## src/rtl/lzd_pkg.sv

```systemverilog
// Shared types and constants for the iterative leading-zero detector / normalizer.
package lzd_pkg;

  typedef enum logic [1:0] {
    IDLE  = 2'd0,
    SCAN  = 2'd1,
    SHIFT = 2'd2,
    DONE  = 2'd3
  } state_t;

  localparam int CHUNK_W = 16;

  // The count must be able to represent the full width (all-zero operand).
  function automatic int lz_width(input int width);
    return $clog2(width) + 1;
  endfunction

endpackage

```

## src/rtl/lzd_norm_seq_if.sv

```systemverilog
// Operand/result handshake bundle. Both sides use valid/ready: a transfer
// happens on a rising clk edge where valid and ready are both high; the
// sender holds valid and its data stable until that edge.
interface lzd_norm_seq_if #(parameter int WIDTH = 64);
  import lzd_pkg::*;

  localparam int LZ_W = lz_width(WIDTH);

  logic             in_valid;
  logic             in_ready;
  logic [WIDTH-1:0] in_data;
  logic             out_valid;
  logic             out_ready;
  logic [LZ_W-1:0]  out_lz;
  logic [WIDTH-1:0] out_norm;
  logic             out_zero;

  modport master (
    output in_valid, in_data, out_ready,
    input  in_ready, out_valid, out_lz, out_norm, out_zero
  );

  modport slave (
    input  in_valid, in_data, out_ready,
    output in_ready, out_valid, out_lz, out_norm, out_zero
  );

endinterface

```

## src/rtl/lzd_16bits.sv

```systemverilog
// Combinational 16-bit leading-zero detector: v flags a nonzero input,
// p is the number of zeros above the highest set bit.
module lzd_16bits (
  input  logic [15:0] src,
  output logic [3:0]  p,
  output logic        v
);

  always_comb begin
    p = 4'd0;
    // Scanning upward lets the highest set bit win.
    for (int i = 0; i < 16; i++) begin
      if (src[i]) p = 4'(15 - i);
    end
  end

  assign v = |src;

endmodule

```

## src/rtl/lzd_norm_seq.sv

```systemverilog
// Iterative leading-zero counter and left-normalizer: one 16-bit chunk per
// cycle from the MSB end, then a single shift cycle. WIDTH: multiple of 16, >= 32.
module lzd_norm_seq
  import lzd_pkg::*;
#(
  parameter int WIDTH = 64
) (
  input  logic                 clk,
  input  logic                 rst_n,
  input  logic                 flush,
  lzd_norm_seq_if.slave        bus,
  output state_t               dbg_state
);

  localparam int NCHUNK = WIDTH / CHUNK_W;
  localparam int LZ_W   = lz_width(WIDTH);
  localparam int IDX_W  = $clog2(NCHUNK);
  localparam logic [IDX_W-1:0] LAST_IDX = IDX_W'(NCHUNK - 1);

  state_t             state;
  logic [IDX_W-1:0]   idx;
  logic [WIDTH-1:0]   data_q;
  logic [LZ_W-1:0]    lz_q;
  logic [WIDTH-1:0]   norm_q;
  logic               zero_q;

  logic [CHUNK_W-1:0] chunks [NCHUNK];
  logic [CHUNK_W-1:0] chunk;
  logic [3:0]         chunk_p;
  logic               chunk_v;

  // Chunk 0 is the most significant 16 bits.
  for (genvar g = 0; g < NCHUNK; g++) begin : g_chunk
    assign chunks[g] = data_q[WIDTH-1-CHUNK_W*g -: CHUNK_W];
  end

  assign chunk = chunks[idx];

  lzd_16bits u_lzd (
    .src (chunk),
    .p   (chunk_p),
    .v   (chunk_v)
  );

  always_ff @(posedge clk or negedge rst_n) begin
    if (!rst_n) begin
      state         <= IDLE;
      idx           <= '0;
      data_q        <= '0;
      lz_q          <= '0;
      norm_q        <= '0;
      zero_q        <= 1'b0;
      bus.in_ready  <= 1'b1;
      bus.out_valid <= 1'b0;
      bus.out_lz    <= '0;
      bus.out_norm  <= '0;
      bus.out_zero  <= 1'b0;
    end else if (flush) begin
      state         <= IDLE;
      bus.in_ready  <= 1'b1;
      bus.out_valid <= 1'b0;
    end else begin
      unique case (state)
        IDLE: begin
          if (bus.in_valid) begin
            data_q       <= bus.in_data;
            idx          <= '0;
            bus.in_ready <= 1'b0;
            state        <= SCAN;
          end
        end
        SCAN: begin
          if (chunk_v) begin
            lz_q  <= LZ_W'(CHUNK_W * int'(idx)) + LZ_W'(chunk_p);
            state <= SHIFT;
          end else if (idx == LAST_IDX) begin
            // All-zero operand: result is known without a shift.
            lz_q   <= LZ_W'(WIDTH);
            norm_q <= '0;
            zero_q <= 1'b1;
            state  <= DONE;
          end else begin
            idx <= idx + 1'b1;
          end
        end
        SHIFT: begin
          norm_q <= data_q << lz_q;
          zero_q <= 1'b0;
          state  <= DONE;
        end
        DONE: begin
          // First DONE cycle loads the output registers; they then hold
          // until the consumer takes the result.
          if (!bus.out_valid) begin
            bus.out_valid <= 1'b1;
            bus.out_lz    <= lz_q;
            bus.out_norm  <= norm_q;
            bus.out_zero  <= zero_q;
          end else if (bus.out_ready) begin
            bus.out_valid <= 1'b0;
            bus.in_ready  <= 1'b1;
            state         <= IDLE;
          end
        end
        default: state <= IDLE;
      endcase
    end
  end

  assign dbg_state = state;

endmodule

```

## src/flat_wrapper.sv

```systemverilog
// flat-port wrapper written by rule: the top's interface ports become plain ports
module lzd_norm_seq_flat import lzd_pkg::*;
#(
  parameter int WIDTH = 64
)
  (clk, rst_n, flush, dbg_state, bus_in_valid, bus_in_data, bus_out_ready, bus_in_ready, bus_out_valid, bus_out_lz, bus_out_norm, bus_out_zero);
  lzd_norm_seq_if #(.WIDTH(WIDTH)) bus_i ();
  input  logic clk;
  input  logic rst_n;
  input  logic flush;
  output state_t dbg_state;
  input wire logic [$bits(bus_i.in_valid)-1:0] bus_in_valid;
  input wire logic [$bits(bus_i.in_data)-1:0] bus_in_data;
  input wire logic [$bits(bus_i.out_ready)-1:0] bus_out_ready;
  output wire logic [$bits(bus_i.in_ready)-1:0] bus_in_ready;
  output wire logic [$bits(bus_i.out_valid)-1:0] bus_out_valid;
  output wire logic [$bits(bus_i.out_lz)-1:0] bus_out_lz;
  output wire logic [$bits(bus_i.out_norm)-1:0] bus_out_norm;
  output wire logic [$bits(bus_i.out_zero)-1:0] bus_out_zero;
  assign bus_i.in_valid = bus_in_valid;
  assign bus_i.in_data = bus_in_data;
  assign bus_i.out_ready = bus_out_ready;
  assign bus_in_ready = bus_i.in_ready;
  assign bus_out_valid = bus_i.out_valid;
  assign bus_out_lz = bus_i.out_lz;
  assign bus_out_norm = bus_i.out_norm;
  assign bus_out_zero = bus_i.out_zero;
  lzd_norm_seq #(.WIDTH(WIDTH)) u_core (.clk(clk), .rst_n(rst_n), .flush(flush), .bus(bus_i), .dbg_state(dbg_state));
endmodule
```

## config.mk

```make
export PLATFORM = sky130hd
export DESIGN_NAME = lzd_norm_seq_flat
export DESIGN_NICKNAME = d
export VERILOG_FILES = /design/src/rtl/lzd_pkg.sv /design/src/rtl/lzd_norm_seq_if.sv /design/src/rtl/lzd_16bits.sv /design/src/rtl/lzd_norm_seq.sv /design/src/flat_wrapper.sv
export SDC_FILE = /design/constraint.sdc
export NUM_CORES = 1
export LEC_CHECK = 0
export CAP_MARGIN = 10
export CORE_UTILIZATION = 52
export DETAILED_ROUTE_END_ITERATION = 12
export PLACE_DENSITY_LB_ADDON = 0.12
export SKIP_CTS_REPAIR_TIMING = 1
export SYNTH_ARGS = -nofsm -noshare
export SYNTH_HDL_FRONTEND = slang
export SYNTH_SLANG_ARGS = --single-unit
```

## constraint.sdc

```tcl
create_clock -name clk -period 3.5 [get_ports clk]
set_input_delay 1.05 -clock clk [delete_from_list [all_inputs] [get_ports clk]]
set_output_delay 1.05 -clock clk [all_outputs]
set_load 0.005 [all_outputs]
```

==> results.yml <==
status:
  status: "complete, no violations"
routing:
  routed_wl_mm: 34.4
  vias: 9120
  route.detailed.drc: 0
  drtAntennaViolNets: 0
  vias_per_cell: 6.28
  wl_per_cell_um: 23.7
  drt_iter0_markers: 803
  drt_pass1_iterations: 5
min_path:
  hold_path.class: "reg -> reg"
pwr:
  powerDensity_nw_per_um2: 986
  switching_share_pct: 41.8
  pwr-share-comb_pct: 53.2
  p_switching_uw: 6280
  p_leak_uw: 0.00635
  seqPwrFrac_pct: 30.8
  p_int_uw: 8740
  p_total_uw: 15000
  ir_drop_uv: 496
  clkPwrFrac_pct: 15.9
synth:
  synth_top_family_by_area: "multiplexers"
  synth_xor_area_share_pct: 0
  synth_cell_types: 55
  syn_area_um2: 12600
  synth_seq_cells: 214
  yosysWarnings: 0
  synth.mux.area_fraction_pct: 38.3
  synth_flop_cell: "dfrtp_1"
  synth.avg_cell_area_um2: 12.8
  synth_fa_ha_area_share_pct: 0.596
  yosys-top-cells-area: "dfrtp_1 (42%), mux2_2 (18%), mux4_2 (14%)"
  synth.largest_area_cell: "dfrtp_1"
  synth_edf_count: 0
  seq_area_frac_synth_pct: 42.5
  synth_top_area_share_pct: 42.3
  synthSimpleGateAreaFrac_pct: 5.53
  synth_nets: 1062
  synth_compound_area_share_pct: 9.72
  synthArstFlopShare_pct: 100
  netlist_instances: 987
worst_setup_path:
  path_buf_inv: 2
  cp_max_fo: 65
  end_kind: "flip-flop"
  required_ns: 3.90
  path_class: "reg -> reg"
  crit_chain: "buf_4 > mux4_2 > nor4_2 > nand4b_4 > o21a_4 > or2_2 > buf_12 > mux2_4"
  crit_path_start_kind: "flip-flop"
  worst_path_max_delay_cell: "dfrtp_1"
  crit_family: "simple AND/OR/NAND/NOR gates"
  arrival_ns: 3.66
  slowest_delay_ns: 0.68
placed_design:
  dp_hpwl_mm: 25.6
  place.gp.congestion: 0.961
  port_buffers: 144
  dp.cells: 1413
  placed_area_um2: 14500
finish:
  final_cell_area_um2: 15200
  area_delta_synth_final_pct: 21.0
  diodes: 0
  layout-drive-gt1-share_pct: 34.6
  final_nets: 1193
  final_cells: 1453
timing:
  fin_skew_ns: 0.0200
  drv_slew: 0
  setup_violations: 0
  maxSlewHeadroom_pct: 49.4
  worst_pin_slew_ns: 0.760
  min_period_over_period_pct: 93.1
  tns_ns: 0
  max_freq_mhz: 307
  grt_setup_unrepaired: "false"
  fin_crit_ns: 3.26
  hold_viol: 0
die:
  pin_count: 145
  core_um2: 23600
  rows: 56
  dieHeight_um: 158
  die_w_um: 158
  initial_core_util_pct: 53.3
  die_area_um2: 24900
grt:
  grt_first_pass_wirelength_mm: 53.1
  antenna_found_initial: 0
  grt_pass1_vias: 9023
  grt_start_max_net_pins: 78
  overflow: 0
  grt_usage_pct: 28.5
clock_tree:
  htree_levels: 1
  cts_tree: "built"
  clkSinkCount: 214
  cts_max_path_buffers: 3
  clockRootBuffer: "clkbuf_16"
  cts_buffers: 22
  clock_latency_ns: 0.52
  clk_pin_slew_ns: 0.06
run:
  drv_cap: 0
[Yosys cell counts (2+ instances only)]
| master | instances |
|---|---|
| dfrtp_1 | 213 |
| mux2_2 | 202 |
| mux4_2 | 78 |
| nand2_1 | 72 |
| o21ai_0 | 61 |
| clkbuf_1 | 51 |
| mux2i_1 | 50 |
| nor2_1 | 35 |
| o31ai_1 | 30 |
| o221ai_1 | 24 |
| mux2_4 | 18 |
| a21oi_1 | 16 |
| buf_1 | 13 |
| inv_1 | 11 |
| o211ai_1 | 11 |
| nand3_1 | 9 |
| buf_2 | 8 |
| buf_6 | 8 |
| ha_1 | 6 |
| o22a_1 | 6 |
| a221oi_1 | 5 |
| a211o_1 | 4 |
| a22o_1 | 4 |
| nor2b_1 | 4 |
| nor3b_1 | 4 |
| or3_1 | 4 |
| nand2b_1 | 3 |
| nand3b_1 | 3 |
| a211oi_1 | 2 |
| a22oi_1 | 2 |
| a311oi_1 | 2 |
| a32o_1 | 2 |
| and3_1 | 2 |
| nor3_1 | 2 |
| nor4_2 | 2 |
[path summary, 6_finish.rpt]
check	from	endpoint	slack, ns	depth (start not counted)
max reg2reg	u_core.idx[1]	u_core.norm_q[62]	0.24	8
min	u_core.norm_q[29]	u_core.bus.out_norm[29]	0.49	1
min reg2reg	u_core.norm_q[29]	u_core.bus.out_norm[29]	0.49	1
max in group asynchronous	rst_n	u_core.bus.out_norm[27]	2.12	2
max	u_core.idx[1]	u_core.norm_q[62]	0.24	8
min in group asynchronous	rst_n	u_core.bus.out_norm[15]	0.57	1
[sequential cells by signal, indices dropped and copies added, names as in the netlist, 2 cells and up]
register and count:
u_core.bus.out_norm 64, u_core.chunks 64, u_core.norm_q 64, u_core.bus.out_lz 7
u_core.lz_q 7, u_core.dbg_state 2, u_core.idx 2
[final cells by class]
class,instances,area [um^2]
clock buffers,32,649
clock inverters,8,93.8
fillers,1861,8370
inverters,12,45.0
multi-input cells,681,6830
flip-flops and latches,214,5370
well taps,319,399
repair buffers,187,1860
[routing by layer]
metal  up-vias  global-route usage [%]  part of all wire [%]
met1      4569                    40.3                    44
met5         -                       0                     0
li1       4068                       -                     -
met4         0                    11.1                   3.5
met3        82                    3.45                   5.8
met2       401                    45.1                    47
[power by group through the flow]
| stage | Combinational (uW) | Sequential [uW] | Clock [uW] |
|---|---|---|---|
| final | 8000 | 4630 | 2390 |
| after global placement | 7780 | 4620 | 0 |
| after detailed placement | 7810 | 4650 | 0 |
| after CTS | 7870 | 4610 | 2450 |
| after global routing | 8450 | 4750 | 2540 |
| after floorplan | 5570 | 3940 | 0 |
[layout by cell type, fill, tap and decap left out, types with 7 or more instances in the layout]
master	instances
inv_1	11
a21oi_1	16
o221ai_1	24
nor2_1	35
mux4_2	78
clkdlybuf4s50_1	143
o211ai_1	11
dfrtp_1	208
buf_4	36
nand2_1	72
o21ai_0	61
buf_12	7
mux2_4	18
nand3_1	9
o31ai_1	30
mux2_2	202
mux2i_1	50
clkbuf_16	23
[stage by stage]
stage	utilization (%)	hold WS, ns	setup WS, ns
2_1_floorplan	-	0.464	0.383
3_3_place_gp	61.4	0.483	0.195
3_5_place_dp	61.4	0.487	0.170
4_1_cts	64.5	0.506	0.168
5_1_grt	64.5	0.510	0.0719
6_report	64.5	0.493	0.240
[cell families after synthesis]
family | Yosys count
AOI/OAI and AO/OA | 179
adders and majority gates | 6
buffers and inverters | 92
DFF | 214
muxes | 349
and+or+nand+nor | 147
No activity file was read; power rests on OpenSTA's default activity.
